`config.mk`:
```
export PLATFORM = sky130hd
export DESIGN_NAME = spi_target_port
export DESIGN_NICKNAME = d
export VERILOG_FILES = /design/src/rtl/spi_pkg.sv /design/src/rtl/spi_sync_edge.sv /design/src/rtl/spi_target_port.sv
export SDC_FILE = /design/constraint.sdc
export NUM_CORES = 1
export LEC_CHECK = 0
export ABC_CLOCK_PERIOD_IN_PS = 1950
export CAP_MARGIN = 20
export CORE_ASPECT_RATIO = 0.8
export CORE_UTILIZATION = 53
export CTS_CLUSTER_SIZE = 20
export DETAILED_ROUTE_END_ITERATION = 10
export GPL_TIMING_DRIVEN = 0
export HOLD_SLACK_MARGIN = 0.05
export PLACE_DENSITY = 0.78
export SYNTH_ARGS = -nofsm -noshare
export SYNTH_HDL_FRONTEND = slang
export SYNTH_SLANG_ARGS = --single-unit
export TNS_END_PERCENT = 30
```
`constraint.sdc`:
```
create_clock -name clk -period 1.95 [get_ports clk]
set_input_delay 0.2925 -clock clk [delete_from_list [all_inputs] [get_ports clk]]
set_output_delay 0.2925 -clock clk [all_outputs]
set_load 0.005 [all_outputs]
```
`src/rtl/spi_pkg.sv`:
```
// ---------------------------------------------------------------------------
// spi_pkg
// Shared definitions for the SPI target endpoint.
//   state_t        : target FSM states (IDLE between frames, ACTIVE while selected)
//   SPI_DATA_W     : default word width
//   SPI_IDLE_LEVEL : fill bit for the word sent when no transmit data is buffered
// ---------------------------------------------------------------------------
package spi_pkg;

  localparam int SPI_DATA_W = 8;

  // The idle word is built from this bit at whatever width the top uses,
  // so it is all ones for any DATA_W.
  localparam logic SPI_IDLE_LEVEL = 1'b1;

  typedef enum logic {
    IDLE   = 1'b0,
    ACTIVE = 1'b1
  } state_t;

endpackage

```
`src/rtl/spi_sync_edge.sv`:
```
// ---------------------------------------------------------------------------
// spi_sync_edge
// Brings one asynchronous SPI pin into the clk domain through a chain of
// SYNC_STAGES flops and flags its edges by comparing the synchronized level
// against one further registered copy.
// Ports:
//   clk, rst_n : system clock, asynchronous active-low reset
//   din        : asynchronous input pin
//   level      : synchronized level
//   rise, fall : single-cycle edge flags on the synchronized level
// ---------------------------------------------------------------------------
module spi_sync_edge #(
  parameter int   SYNC_STAGES = 2,
  parameter logic RESET_VAL   = 1'b0
) (
  input  logic clk,
  input  logic rst_n,
  input  logic din,
  output logic level,
  output logic rise,
  output logic fall
);

  logic [SYNC_STAGES-1:0] sync_q;
  logic                   prev_q;

  // The reset value matches the pin's idle level so that releasing reset
  // never produces a spurious edge.
  always_ff @(posedge clk or negedge rst_n) begin
    if (!rst_n) begin
      sync_q <= {SYNC_STAGES{RESET_VAL}};
      prev_q <= RESET_VAL;
    end else begin
      sync_q <= {sync_q[SYNC_STAGES-2:0], din};
      prev_q <= sync_q[SYNC_STAGES-1];
    end
  end

  assign level = sync_q[SYNC_STAGES-1];
  assign rise  = level & ~prev_q;
  assign fall  = ~level & prev_q;

endmodule

```
`src/rtl/spi_target_port.sv`:
```
// ---------------------------------------------------------------------------
// spi_target_port
// SPI target endpoint, mode 0 (CPOL=0, CPHA=0), MSB first, DATA_W-bit words.
// SCK, MOSI and CS_N are oversampled by clk (at least 8x SCK). Each received
// word is presented on rx_data with a one-cycle rx_valid. Transmit words come
// from a one-entry holding buffer written through a valid/ready handshake;
// a word that starts with the buffer empty sends all ones and flags underrun.
// Ports:
//   clk, rst_n   : system clock, asynchronous active-low reset
//   sck_i        : SPI clock from the master (asynchronous)
//   mosi_i       : SPI data from the master (asynchronous)
//   cs_n_i       : chip select, active low (asynchronous)
//   miso_o       : SPI data to the master
//   miso_oe      : MISO output enable, high while selected
//   rx_data      : last complete received word
//   rx_valid     : one-cycle pulse when rx_data updates
//   tx_data      : next word to send
//   tx_valid     : tx_data offered
//   tx_ready     : holding buffer empty
//   tx_underrun  : one-cycle pulse when a word starts with the buffer empty
//   frame_end    : one-cycle pulse when the frame is closed by CS_N rising
// ---------------------------------------------------------------------------
module spi_target_port
  import spi_pkg::*;
#(
  parameter int DATA_W      = SPI_DATA_W,
  parameter int SYNC_STAGES = 2
) (
  input  logic              clk,
  input  logic              rst_n,
  input  logic              sck_i,
  input  logic              mosi_i,
  input  logic              cs_n_i,
  output logic              miso_o,
  output logic              miso_oe,
  output logic [DATA_W-1:0] rx_data,
  output logic              rx_valid,
  input  logic [DATA_W-1:0] tx_data,
  input  logic              tx_valid,
  output logic              tx_ready,
  output logic              tx_underrun,
  output logic              frame_end
);

  localparam int                CNT_W         = (DATA_W > 1) ? $clog2(DATA_W) : 1;
  localparam logic [CNT_W-1:0]  LAST_BIT      = CNT_W'(DATA_W - 1);
  localparam logic [DATA_W-1:0] SPI_IDLE_WORD = {DATA_W{SPI_IDLE_LEVEL}};

  logic sck_lvl, sck_rise, sck_fall;
  logic mosi_lvl, mosi_rise, mosi_fall;
  logic cs_lvl, cs_rise, cs_fall;

  state_t state_q, state_d;

  logic [CNT_W-1:0]  bit_cnt;
  logic [DATA_W-1:0] rx_shift;
  logic [DATA_W-1:0] tx_shift;
  logic [DATA_W-1:0] buf_data;
  logic              buf_full;

  logic do_load, do_rx, do_tx, do_end;
  logic buf_write;

  spi_sync_edge #(.SYNC_STAGES(SYNC_STAGES), .RESET_VAL(1'b0)) u_sck_sync (
    .clk   (clk),
    .rst_n (rst_n),
    .din   (sck_i),
    .level (sck_lvl),
    .rise  (sck_rise),
    .fall  (sck_fall)
  );

  spi_sync_edge #(.SYNC_STAGES(SYNC_STAGES), .RESET_VAL(1'b0)) u_mosi_sync (
    .clk   (clk),
    .rst_n (rst_n),
    .din   (mosi_i),
    .level (mosi_lvl),
    .rise  (mosi_rise),
    .fall  (mosi_fall)
  );

  spi_sync_edge #(.SYNC_STAGES(SYNC_STAGES), .RESET_VAL(1'b1)) u_cs_sync (
    .clk   (clk),
    .rst_n (rst_n),
    .din   (cs_n_i),
    .level (cs_lvl),
    .rise  (cs_rise),
    .fall  (cs_fall)
  );

  // Only the MOSI level and the SCK/CS edges drive the design.
  logic unused_sync_outputs;
  assign unused_sync_outputs = ^{mosi_rise, mosi_fall, sck_lvl, cs_lvl};

  assign tx_ready  = ~buf_full;
  assign buf_write = tx_valid & ~buf_full;

  always_ff @(posedge clk or negedge rst_n) begin
    if (!rst_n) state_q <= IDLE;
    else        state_q <= state_d;
  end

  // CS edges take priority over an SCK edge seen in the same cycle; SCK
  // edges while deselected are ignored. A falling SCK with bit_cnt at zero
  // marks the start of the next word rather than a bit shift.
  always_comb begin
    state_d = state_q;
    do_load = 1'b0;
    do_rx   = 1'b0;
    do_tx   = 1'b0;
    do_end  = 1'b0;
    case (state_q)
      IDLE: begin
        if (cs_fall) begin
          state_d = ACTIVE;
          do_load = 1'b1;
        end
      end
      ACTIVE: begin
        if (cs_rise) begin
          state_d = IDLE;
          do_end  = 1'b1;
        end else if (sck_rise) begin
          do_rx = 1'b1;
        end else if (sck_fall) begin
          if (bit_cnt == '0) do_load = 1'b1;
          else               do_tx   = 1'b1;
        end
      end
      default: state_d = IDLE;
    endcase
  end

  // Datapath. A load sees the buffer as it was at the start of the cycle:
  // with the buffer empty it underruns even if a write lands in the same
  // cycle, and that written word then waits for the following load.
  always_ff @(posedge clk or negedge rst_n) begin
    if (!rst_n) begin
      bit_cnt     <= '0;
      rx_shift    <= '0;
      tx_shift    <= '0;
      buf_data    <= '0;
      buf_full    <= 1'b0;
      miso_o      <= 1'b0;
      miso_oe     <= 1'b0;
      rx_data     <= '0;
      rx_valid    <= 1'b0;
      tx_underrun <= 1'b0;
      frame_end   <= 1'b0;
    end else begin
      rx_valid    <= 1'b0;
      tx_underrun <= 1'b0;
      frame_end   <= 1'b0;

      if (buf_write) begin
        buf_data <= tx_data;
        buf_full <= 1'b1;
      end

      if (do_load) begin
        if (buf_full) begin
          tx_shift <= buf_data;
          miso_o   <= buf_data[DATA_W-1];
          buf_full <= 1'b0;
        end else begin
          tx_shift    <= SPI_IDLE_WORD;
          miso_o      <= SPI_IDLE_LEVEL;
          tx_underrun <= 1'b1;
        end
        bit_cnt <= '0;
        miso_oe <= 1'b1;
      end

      if (do_rx) begin
        rx_shift <= {rx_shift[DATA_W-2:0], mosi_lvl};
        if (bit_cnt == LAST_BIT) begin
          bit_cnt  <= '0;
          rx_data  <= {rx_shift[DATA_W-2:0], mosi_lvl};
          rx_valid <= 1'b1;
        end else begin
          bit_cnt <= bit_cnt + CNT_W'(1);
        end
      end

      if (do_tx) begin
        miso_o   <= tx_shift[DATA_W-2];
        tx_shift <= {tx_shift[DATA_W-2:0], 1'b0};
      end

      // Any partial word in either direction is simply abandoned.
      if (do_end) begin
        bit_cnt   <= '0;
        miso_oe   <= 1'b0;
        miso_o    <= 1'b0;
        frame_end <= 1'b1;
      end
    end
  end

endmodule

```
==> results.json <==
{
  "crit-reg2reg-launch": "bit_cnt[0]",
  "timing.final.max_slew_violations": 0,
  "rows": 19,
  "p_per_area_nw_per_um2": 1070,
  "p_comb_frac": 0.245,
  "dp_slack_ps": 144,
  "dp_hpwl_um": 2720,
  "cts_buffers": 5,
  "ys.flop_type": "dfrtp_1",
  "final_antenna_net_count": 0,
  "antenna_found_initial": 0,
  "crit_path_top_delay_cell": "nor4bb_1",
  "finalHoldViolations": 0,
  "drive_above_1_share": 0.238,
  "drc_errors": 0,
  "fmax_mhz": 539,
  "r2r_slack_ps": 100,
  "synth_edf_count": 0,
  "post_drt_wl_per_cell_um": 15.8,
  "grt-ovfl-total": 0,
  "top_usage_layer": "met2",
  "htreeDepth": 2,
  "crit_type": "flip-flop to flip-flop",
  "swShare": 0.284,
  "outcome": "finished, final reports clean",
  "cp_data_arrival_time_ps": 2020,
  "slowest_delay_ps": 500,
  "gp_congestion": 0.835,
  "areaGrowthSynthToFinish_pct": 22.0,
  "grt_pass1_vias": 1316,
  "r2r-end": "tx_shift[6]",
  "rsz0062_at_grt": "false",
  "reg2regPathDepth": 5,
  "skew_ps": 10.5,
  "intPower_w": 0.00190,
  "worst_pin_slew_ps": 585,
  "setup_ws_ps": 96.2,
  "insertion_delay_ps": 300,
  "grt_max_degree": 26,
  "synth_nets": 169,
  "track_usage": 0.207,
  "synth_area_leaders": "dfrtp_1 (55%), mux2_2 (7.2%), dfstp_2 (3.9%)",
  "startpoint_type": "flip-flop",
  "core_area_um2": 3540,
  "met3_usage": 0.0530,
  "setup_viol": 0,
  "async_flop_share": 1.00,
  "met1_usage": 0.281,
  "viasPerCell": 5.63,
  "worst_ep_required_time_ps": 2120,
  "p_sw_w": 0.000753,
  "nets": 205,
  "path_cells": "inv_1 -> ha_1 -> nor4bb_1 -> a32o_1 -> a222oi_1",
  "die_h_um": 57.5,
  "synthCells": 152,
  "crit_end": "tx_shift[6]",
  "pwr-share-clk": 0.227,
  "synth_most_common_cell": "dfrtp_1",
  "io-pin-count": 28,
  "grt_first_pass_wirelength_um": 6290,
  "ys_top_cells_by_count": "dfrtp_1 (45), inv_1 (19), mux2_2 (13)",
  "p_leak_nw": 1.17,
  "n_antenna_cell": 0,
  "startpoint": "bit_cnt[0]",
  "cts-root-buf": "clkbuf_8",
  "max_cap_violations": 0,
  "cts_buffer_depth": 2,
  "synth_top_area_share": 0.552,
  "synth_seq_area_share": 0.591,
  "firstDrtPassIters": 4,
  "seq_power_share": 0.528,
  "cts_tree": "yes",
  "wl_um": 3650,
  "die_area_um2": 4100,
  "crit_fanout": 5,
  "period_minus_slack_ps": 1850,
  "clkSlewWorstSetupHoldPaths_ps": 90,
  "drt_iter0_drc": 90,
  "end_kind": "flip-flop",
  "start_util": 0.575,
  "vias": 1300,
  "hold_class": "flip-flop to flip-flop",
  "ys_warn_count": 0,
  "ys_ff_latch": 48,
  "synth_area_um2": 2040,
  "whs_ps": 363,
  "gr-usage-met2": 0.325,
  "io_buffers": 27,
  "fin_crit_sh": 0.951,
  "max_slew_margin": 0.610,
  "cts_setup_buffers": 0,
  "ir_worst_vdd_uv": 722,
  "cts.sinks": 48,
  "syn_avg_cell_area_um2": 13.4,
  "synth_top_area_cell": "dfrtp_1",
  "synth_cell_types": 37,
  "die_w_um": 71.3
}
[per-stage QoR]
step | power, W | cells | instance area (µm²) | util | setup TNS [ps]
after floorplan | 0.00183 | 152 | 2040 | - | 0
after global placement | 0.00201 | 221 | 2360 | 0.667 | -27740
after detailed placement | 0.00207 | 222 | 2380 | 0.673 | 0
after CTS | 0.00267 | 231 | 2490 | 0.702 | 0
after global routing | 0.00281 | 231 | 2490 | 0.702 | 0
final | 0.00265 | 231 | 2490 | 0.702 | 0
[power by group through the flow]
stage               sequential (W)  clock, W  combinational (W)
floorplan                  0.00137         0           0.000454
global placement           0.00140         0           0.000608
detailed placement         0.00142         0           0.000652
CTS                        0.00140  0.000609           0.000656
global route               0.00143  0.000663           0.000718
finish                     0.00140  0.000602           0.000650
[kinds of logic after synthesis]
kind of cell | count (synthesis) | share of synthesized area
multiplexers | 18 | 0.109
AND/OR/NAND/NOR | 29 | 0.0921
flip-flops | 48 | 0.591
AO/OA/AOI/OAI | 28 | 0.125
adder cells (fa/ha/maj) | 3 | 0.0184
buffers and inverters | 26 | 0.0645
[metal layers]
metal / vias to the layer above / part of all wire / wire length [µm]
li1: 607 / - / -
met1: 645 / 0.47 / 1720
met2: 40 / 0.47 / 1730
met3: 8 / 0.042 / 154
met4: 0 / 0.014 / 51
met5: - / 0 / 0
[sequential cells by signal (all words and copies together), names as in the netlist, 2 cells and up]
signal	flops
buf_data	8
rx_data	8
rx_shift	7
tx_shift	7
bit_cnt	3
u_cs_sync.sync_q	2
u_mosi_sync.sync_q	2
u_sck_sync.sync_q	2
[area by class of cell]
class / instances / area, µm²
inverters: 19 / 71.3
clock buffers: 7 / 86.3
flip-flops and latches: 48 / 1200
repair buffers: 29 / 303
multi-input cells: 78 / 702
plain buffers: 7 / 60.1
well taps: 42 / 52.6
clock inverters: 1 / 7.51
fillers: 239 / 1050
[critical path: cells and delay by family, from the launching register on]
| kind | cells | cell delay [ps] |
|---|---|---|
| AO/OA/AOI/OAI | 2 | 530 |
| adder cells (fa/ha/maj) | 1 | 190 |
| buffers and inverters | 1 | 110 |
| flip-flops | 1 | 410 |
| AND/OR/NAND/NOR | 1 | 500 |
[cell usage in the layout, fill, tap and decap left out, types with 2 or more instances in the layout]
master / count
mux2_2: 13
nor2b_1: 4
nor2_1: 3
o41ai_2: 3
dfstp_2: 3
clkbuf_8: 6
a222oi_1: 5
ha_1: 3
clkbuf_1: 3
mux2_4: 5
dfrtp_1: 45
nand2_1: 6
nand4_1: 3
buf_6: 4
inv_1: 19
a32o_1: 2
a311oi_1: 2
o21ai_0: 6
clkdlybuf4s50_1: 26
a31o_2: 2
nand2b_1: 4
[how the worst min path moves through the flow]
stage / start / endpoint / cells past startpoint
after global placement: u_mosi_sync.sync_q[0] / u_mosi_sync.sync_q[1] / 0
after detailed placement: rst_n / miso_oe / 1
final: u_cs_sync.sync_q[0] / u_cs_sync.sync_q[1] / 0
after CTS: u_cs_sync.sync_q[0] / u_cs_sync.sync_q[1] / 0
after floorplan: rst_n / bit_cnt[0] / 0
after global routing: u_cs_sync.sync_q[0] / u_cs_sync.sync_q[1] / 0
[what timing repair did]
item / in CTS / in global routing
hold buffers: 1 / 0
hold endpoints to repair: 21 / 0
resized for setup: 0 / 0
No activity file was read; power rests on OpenSTA's default activity.
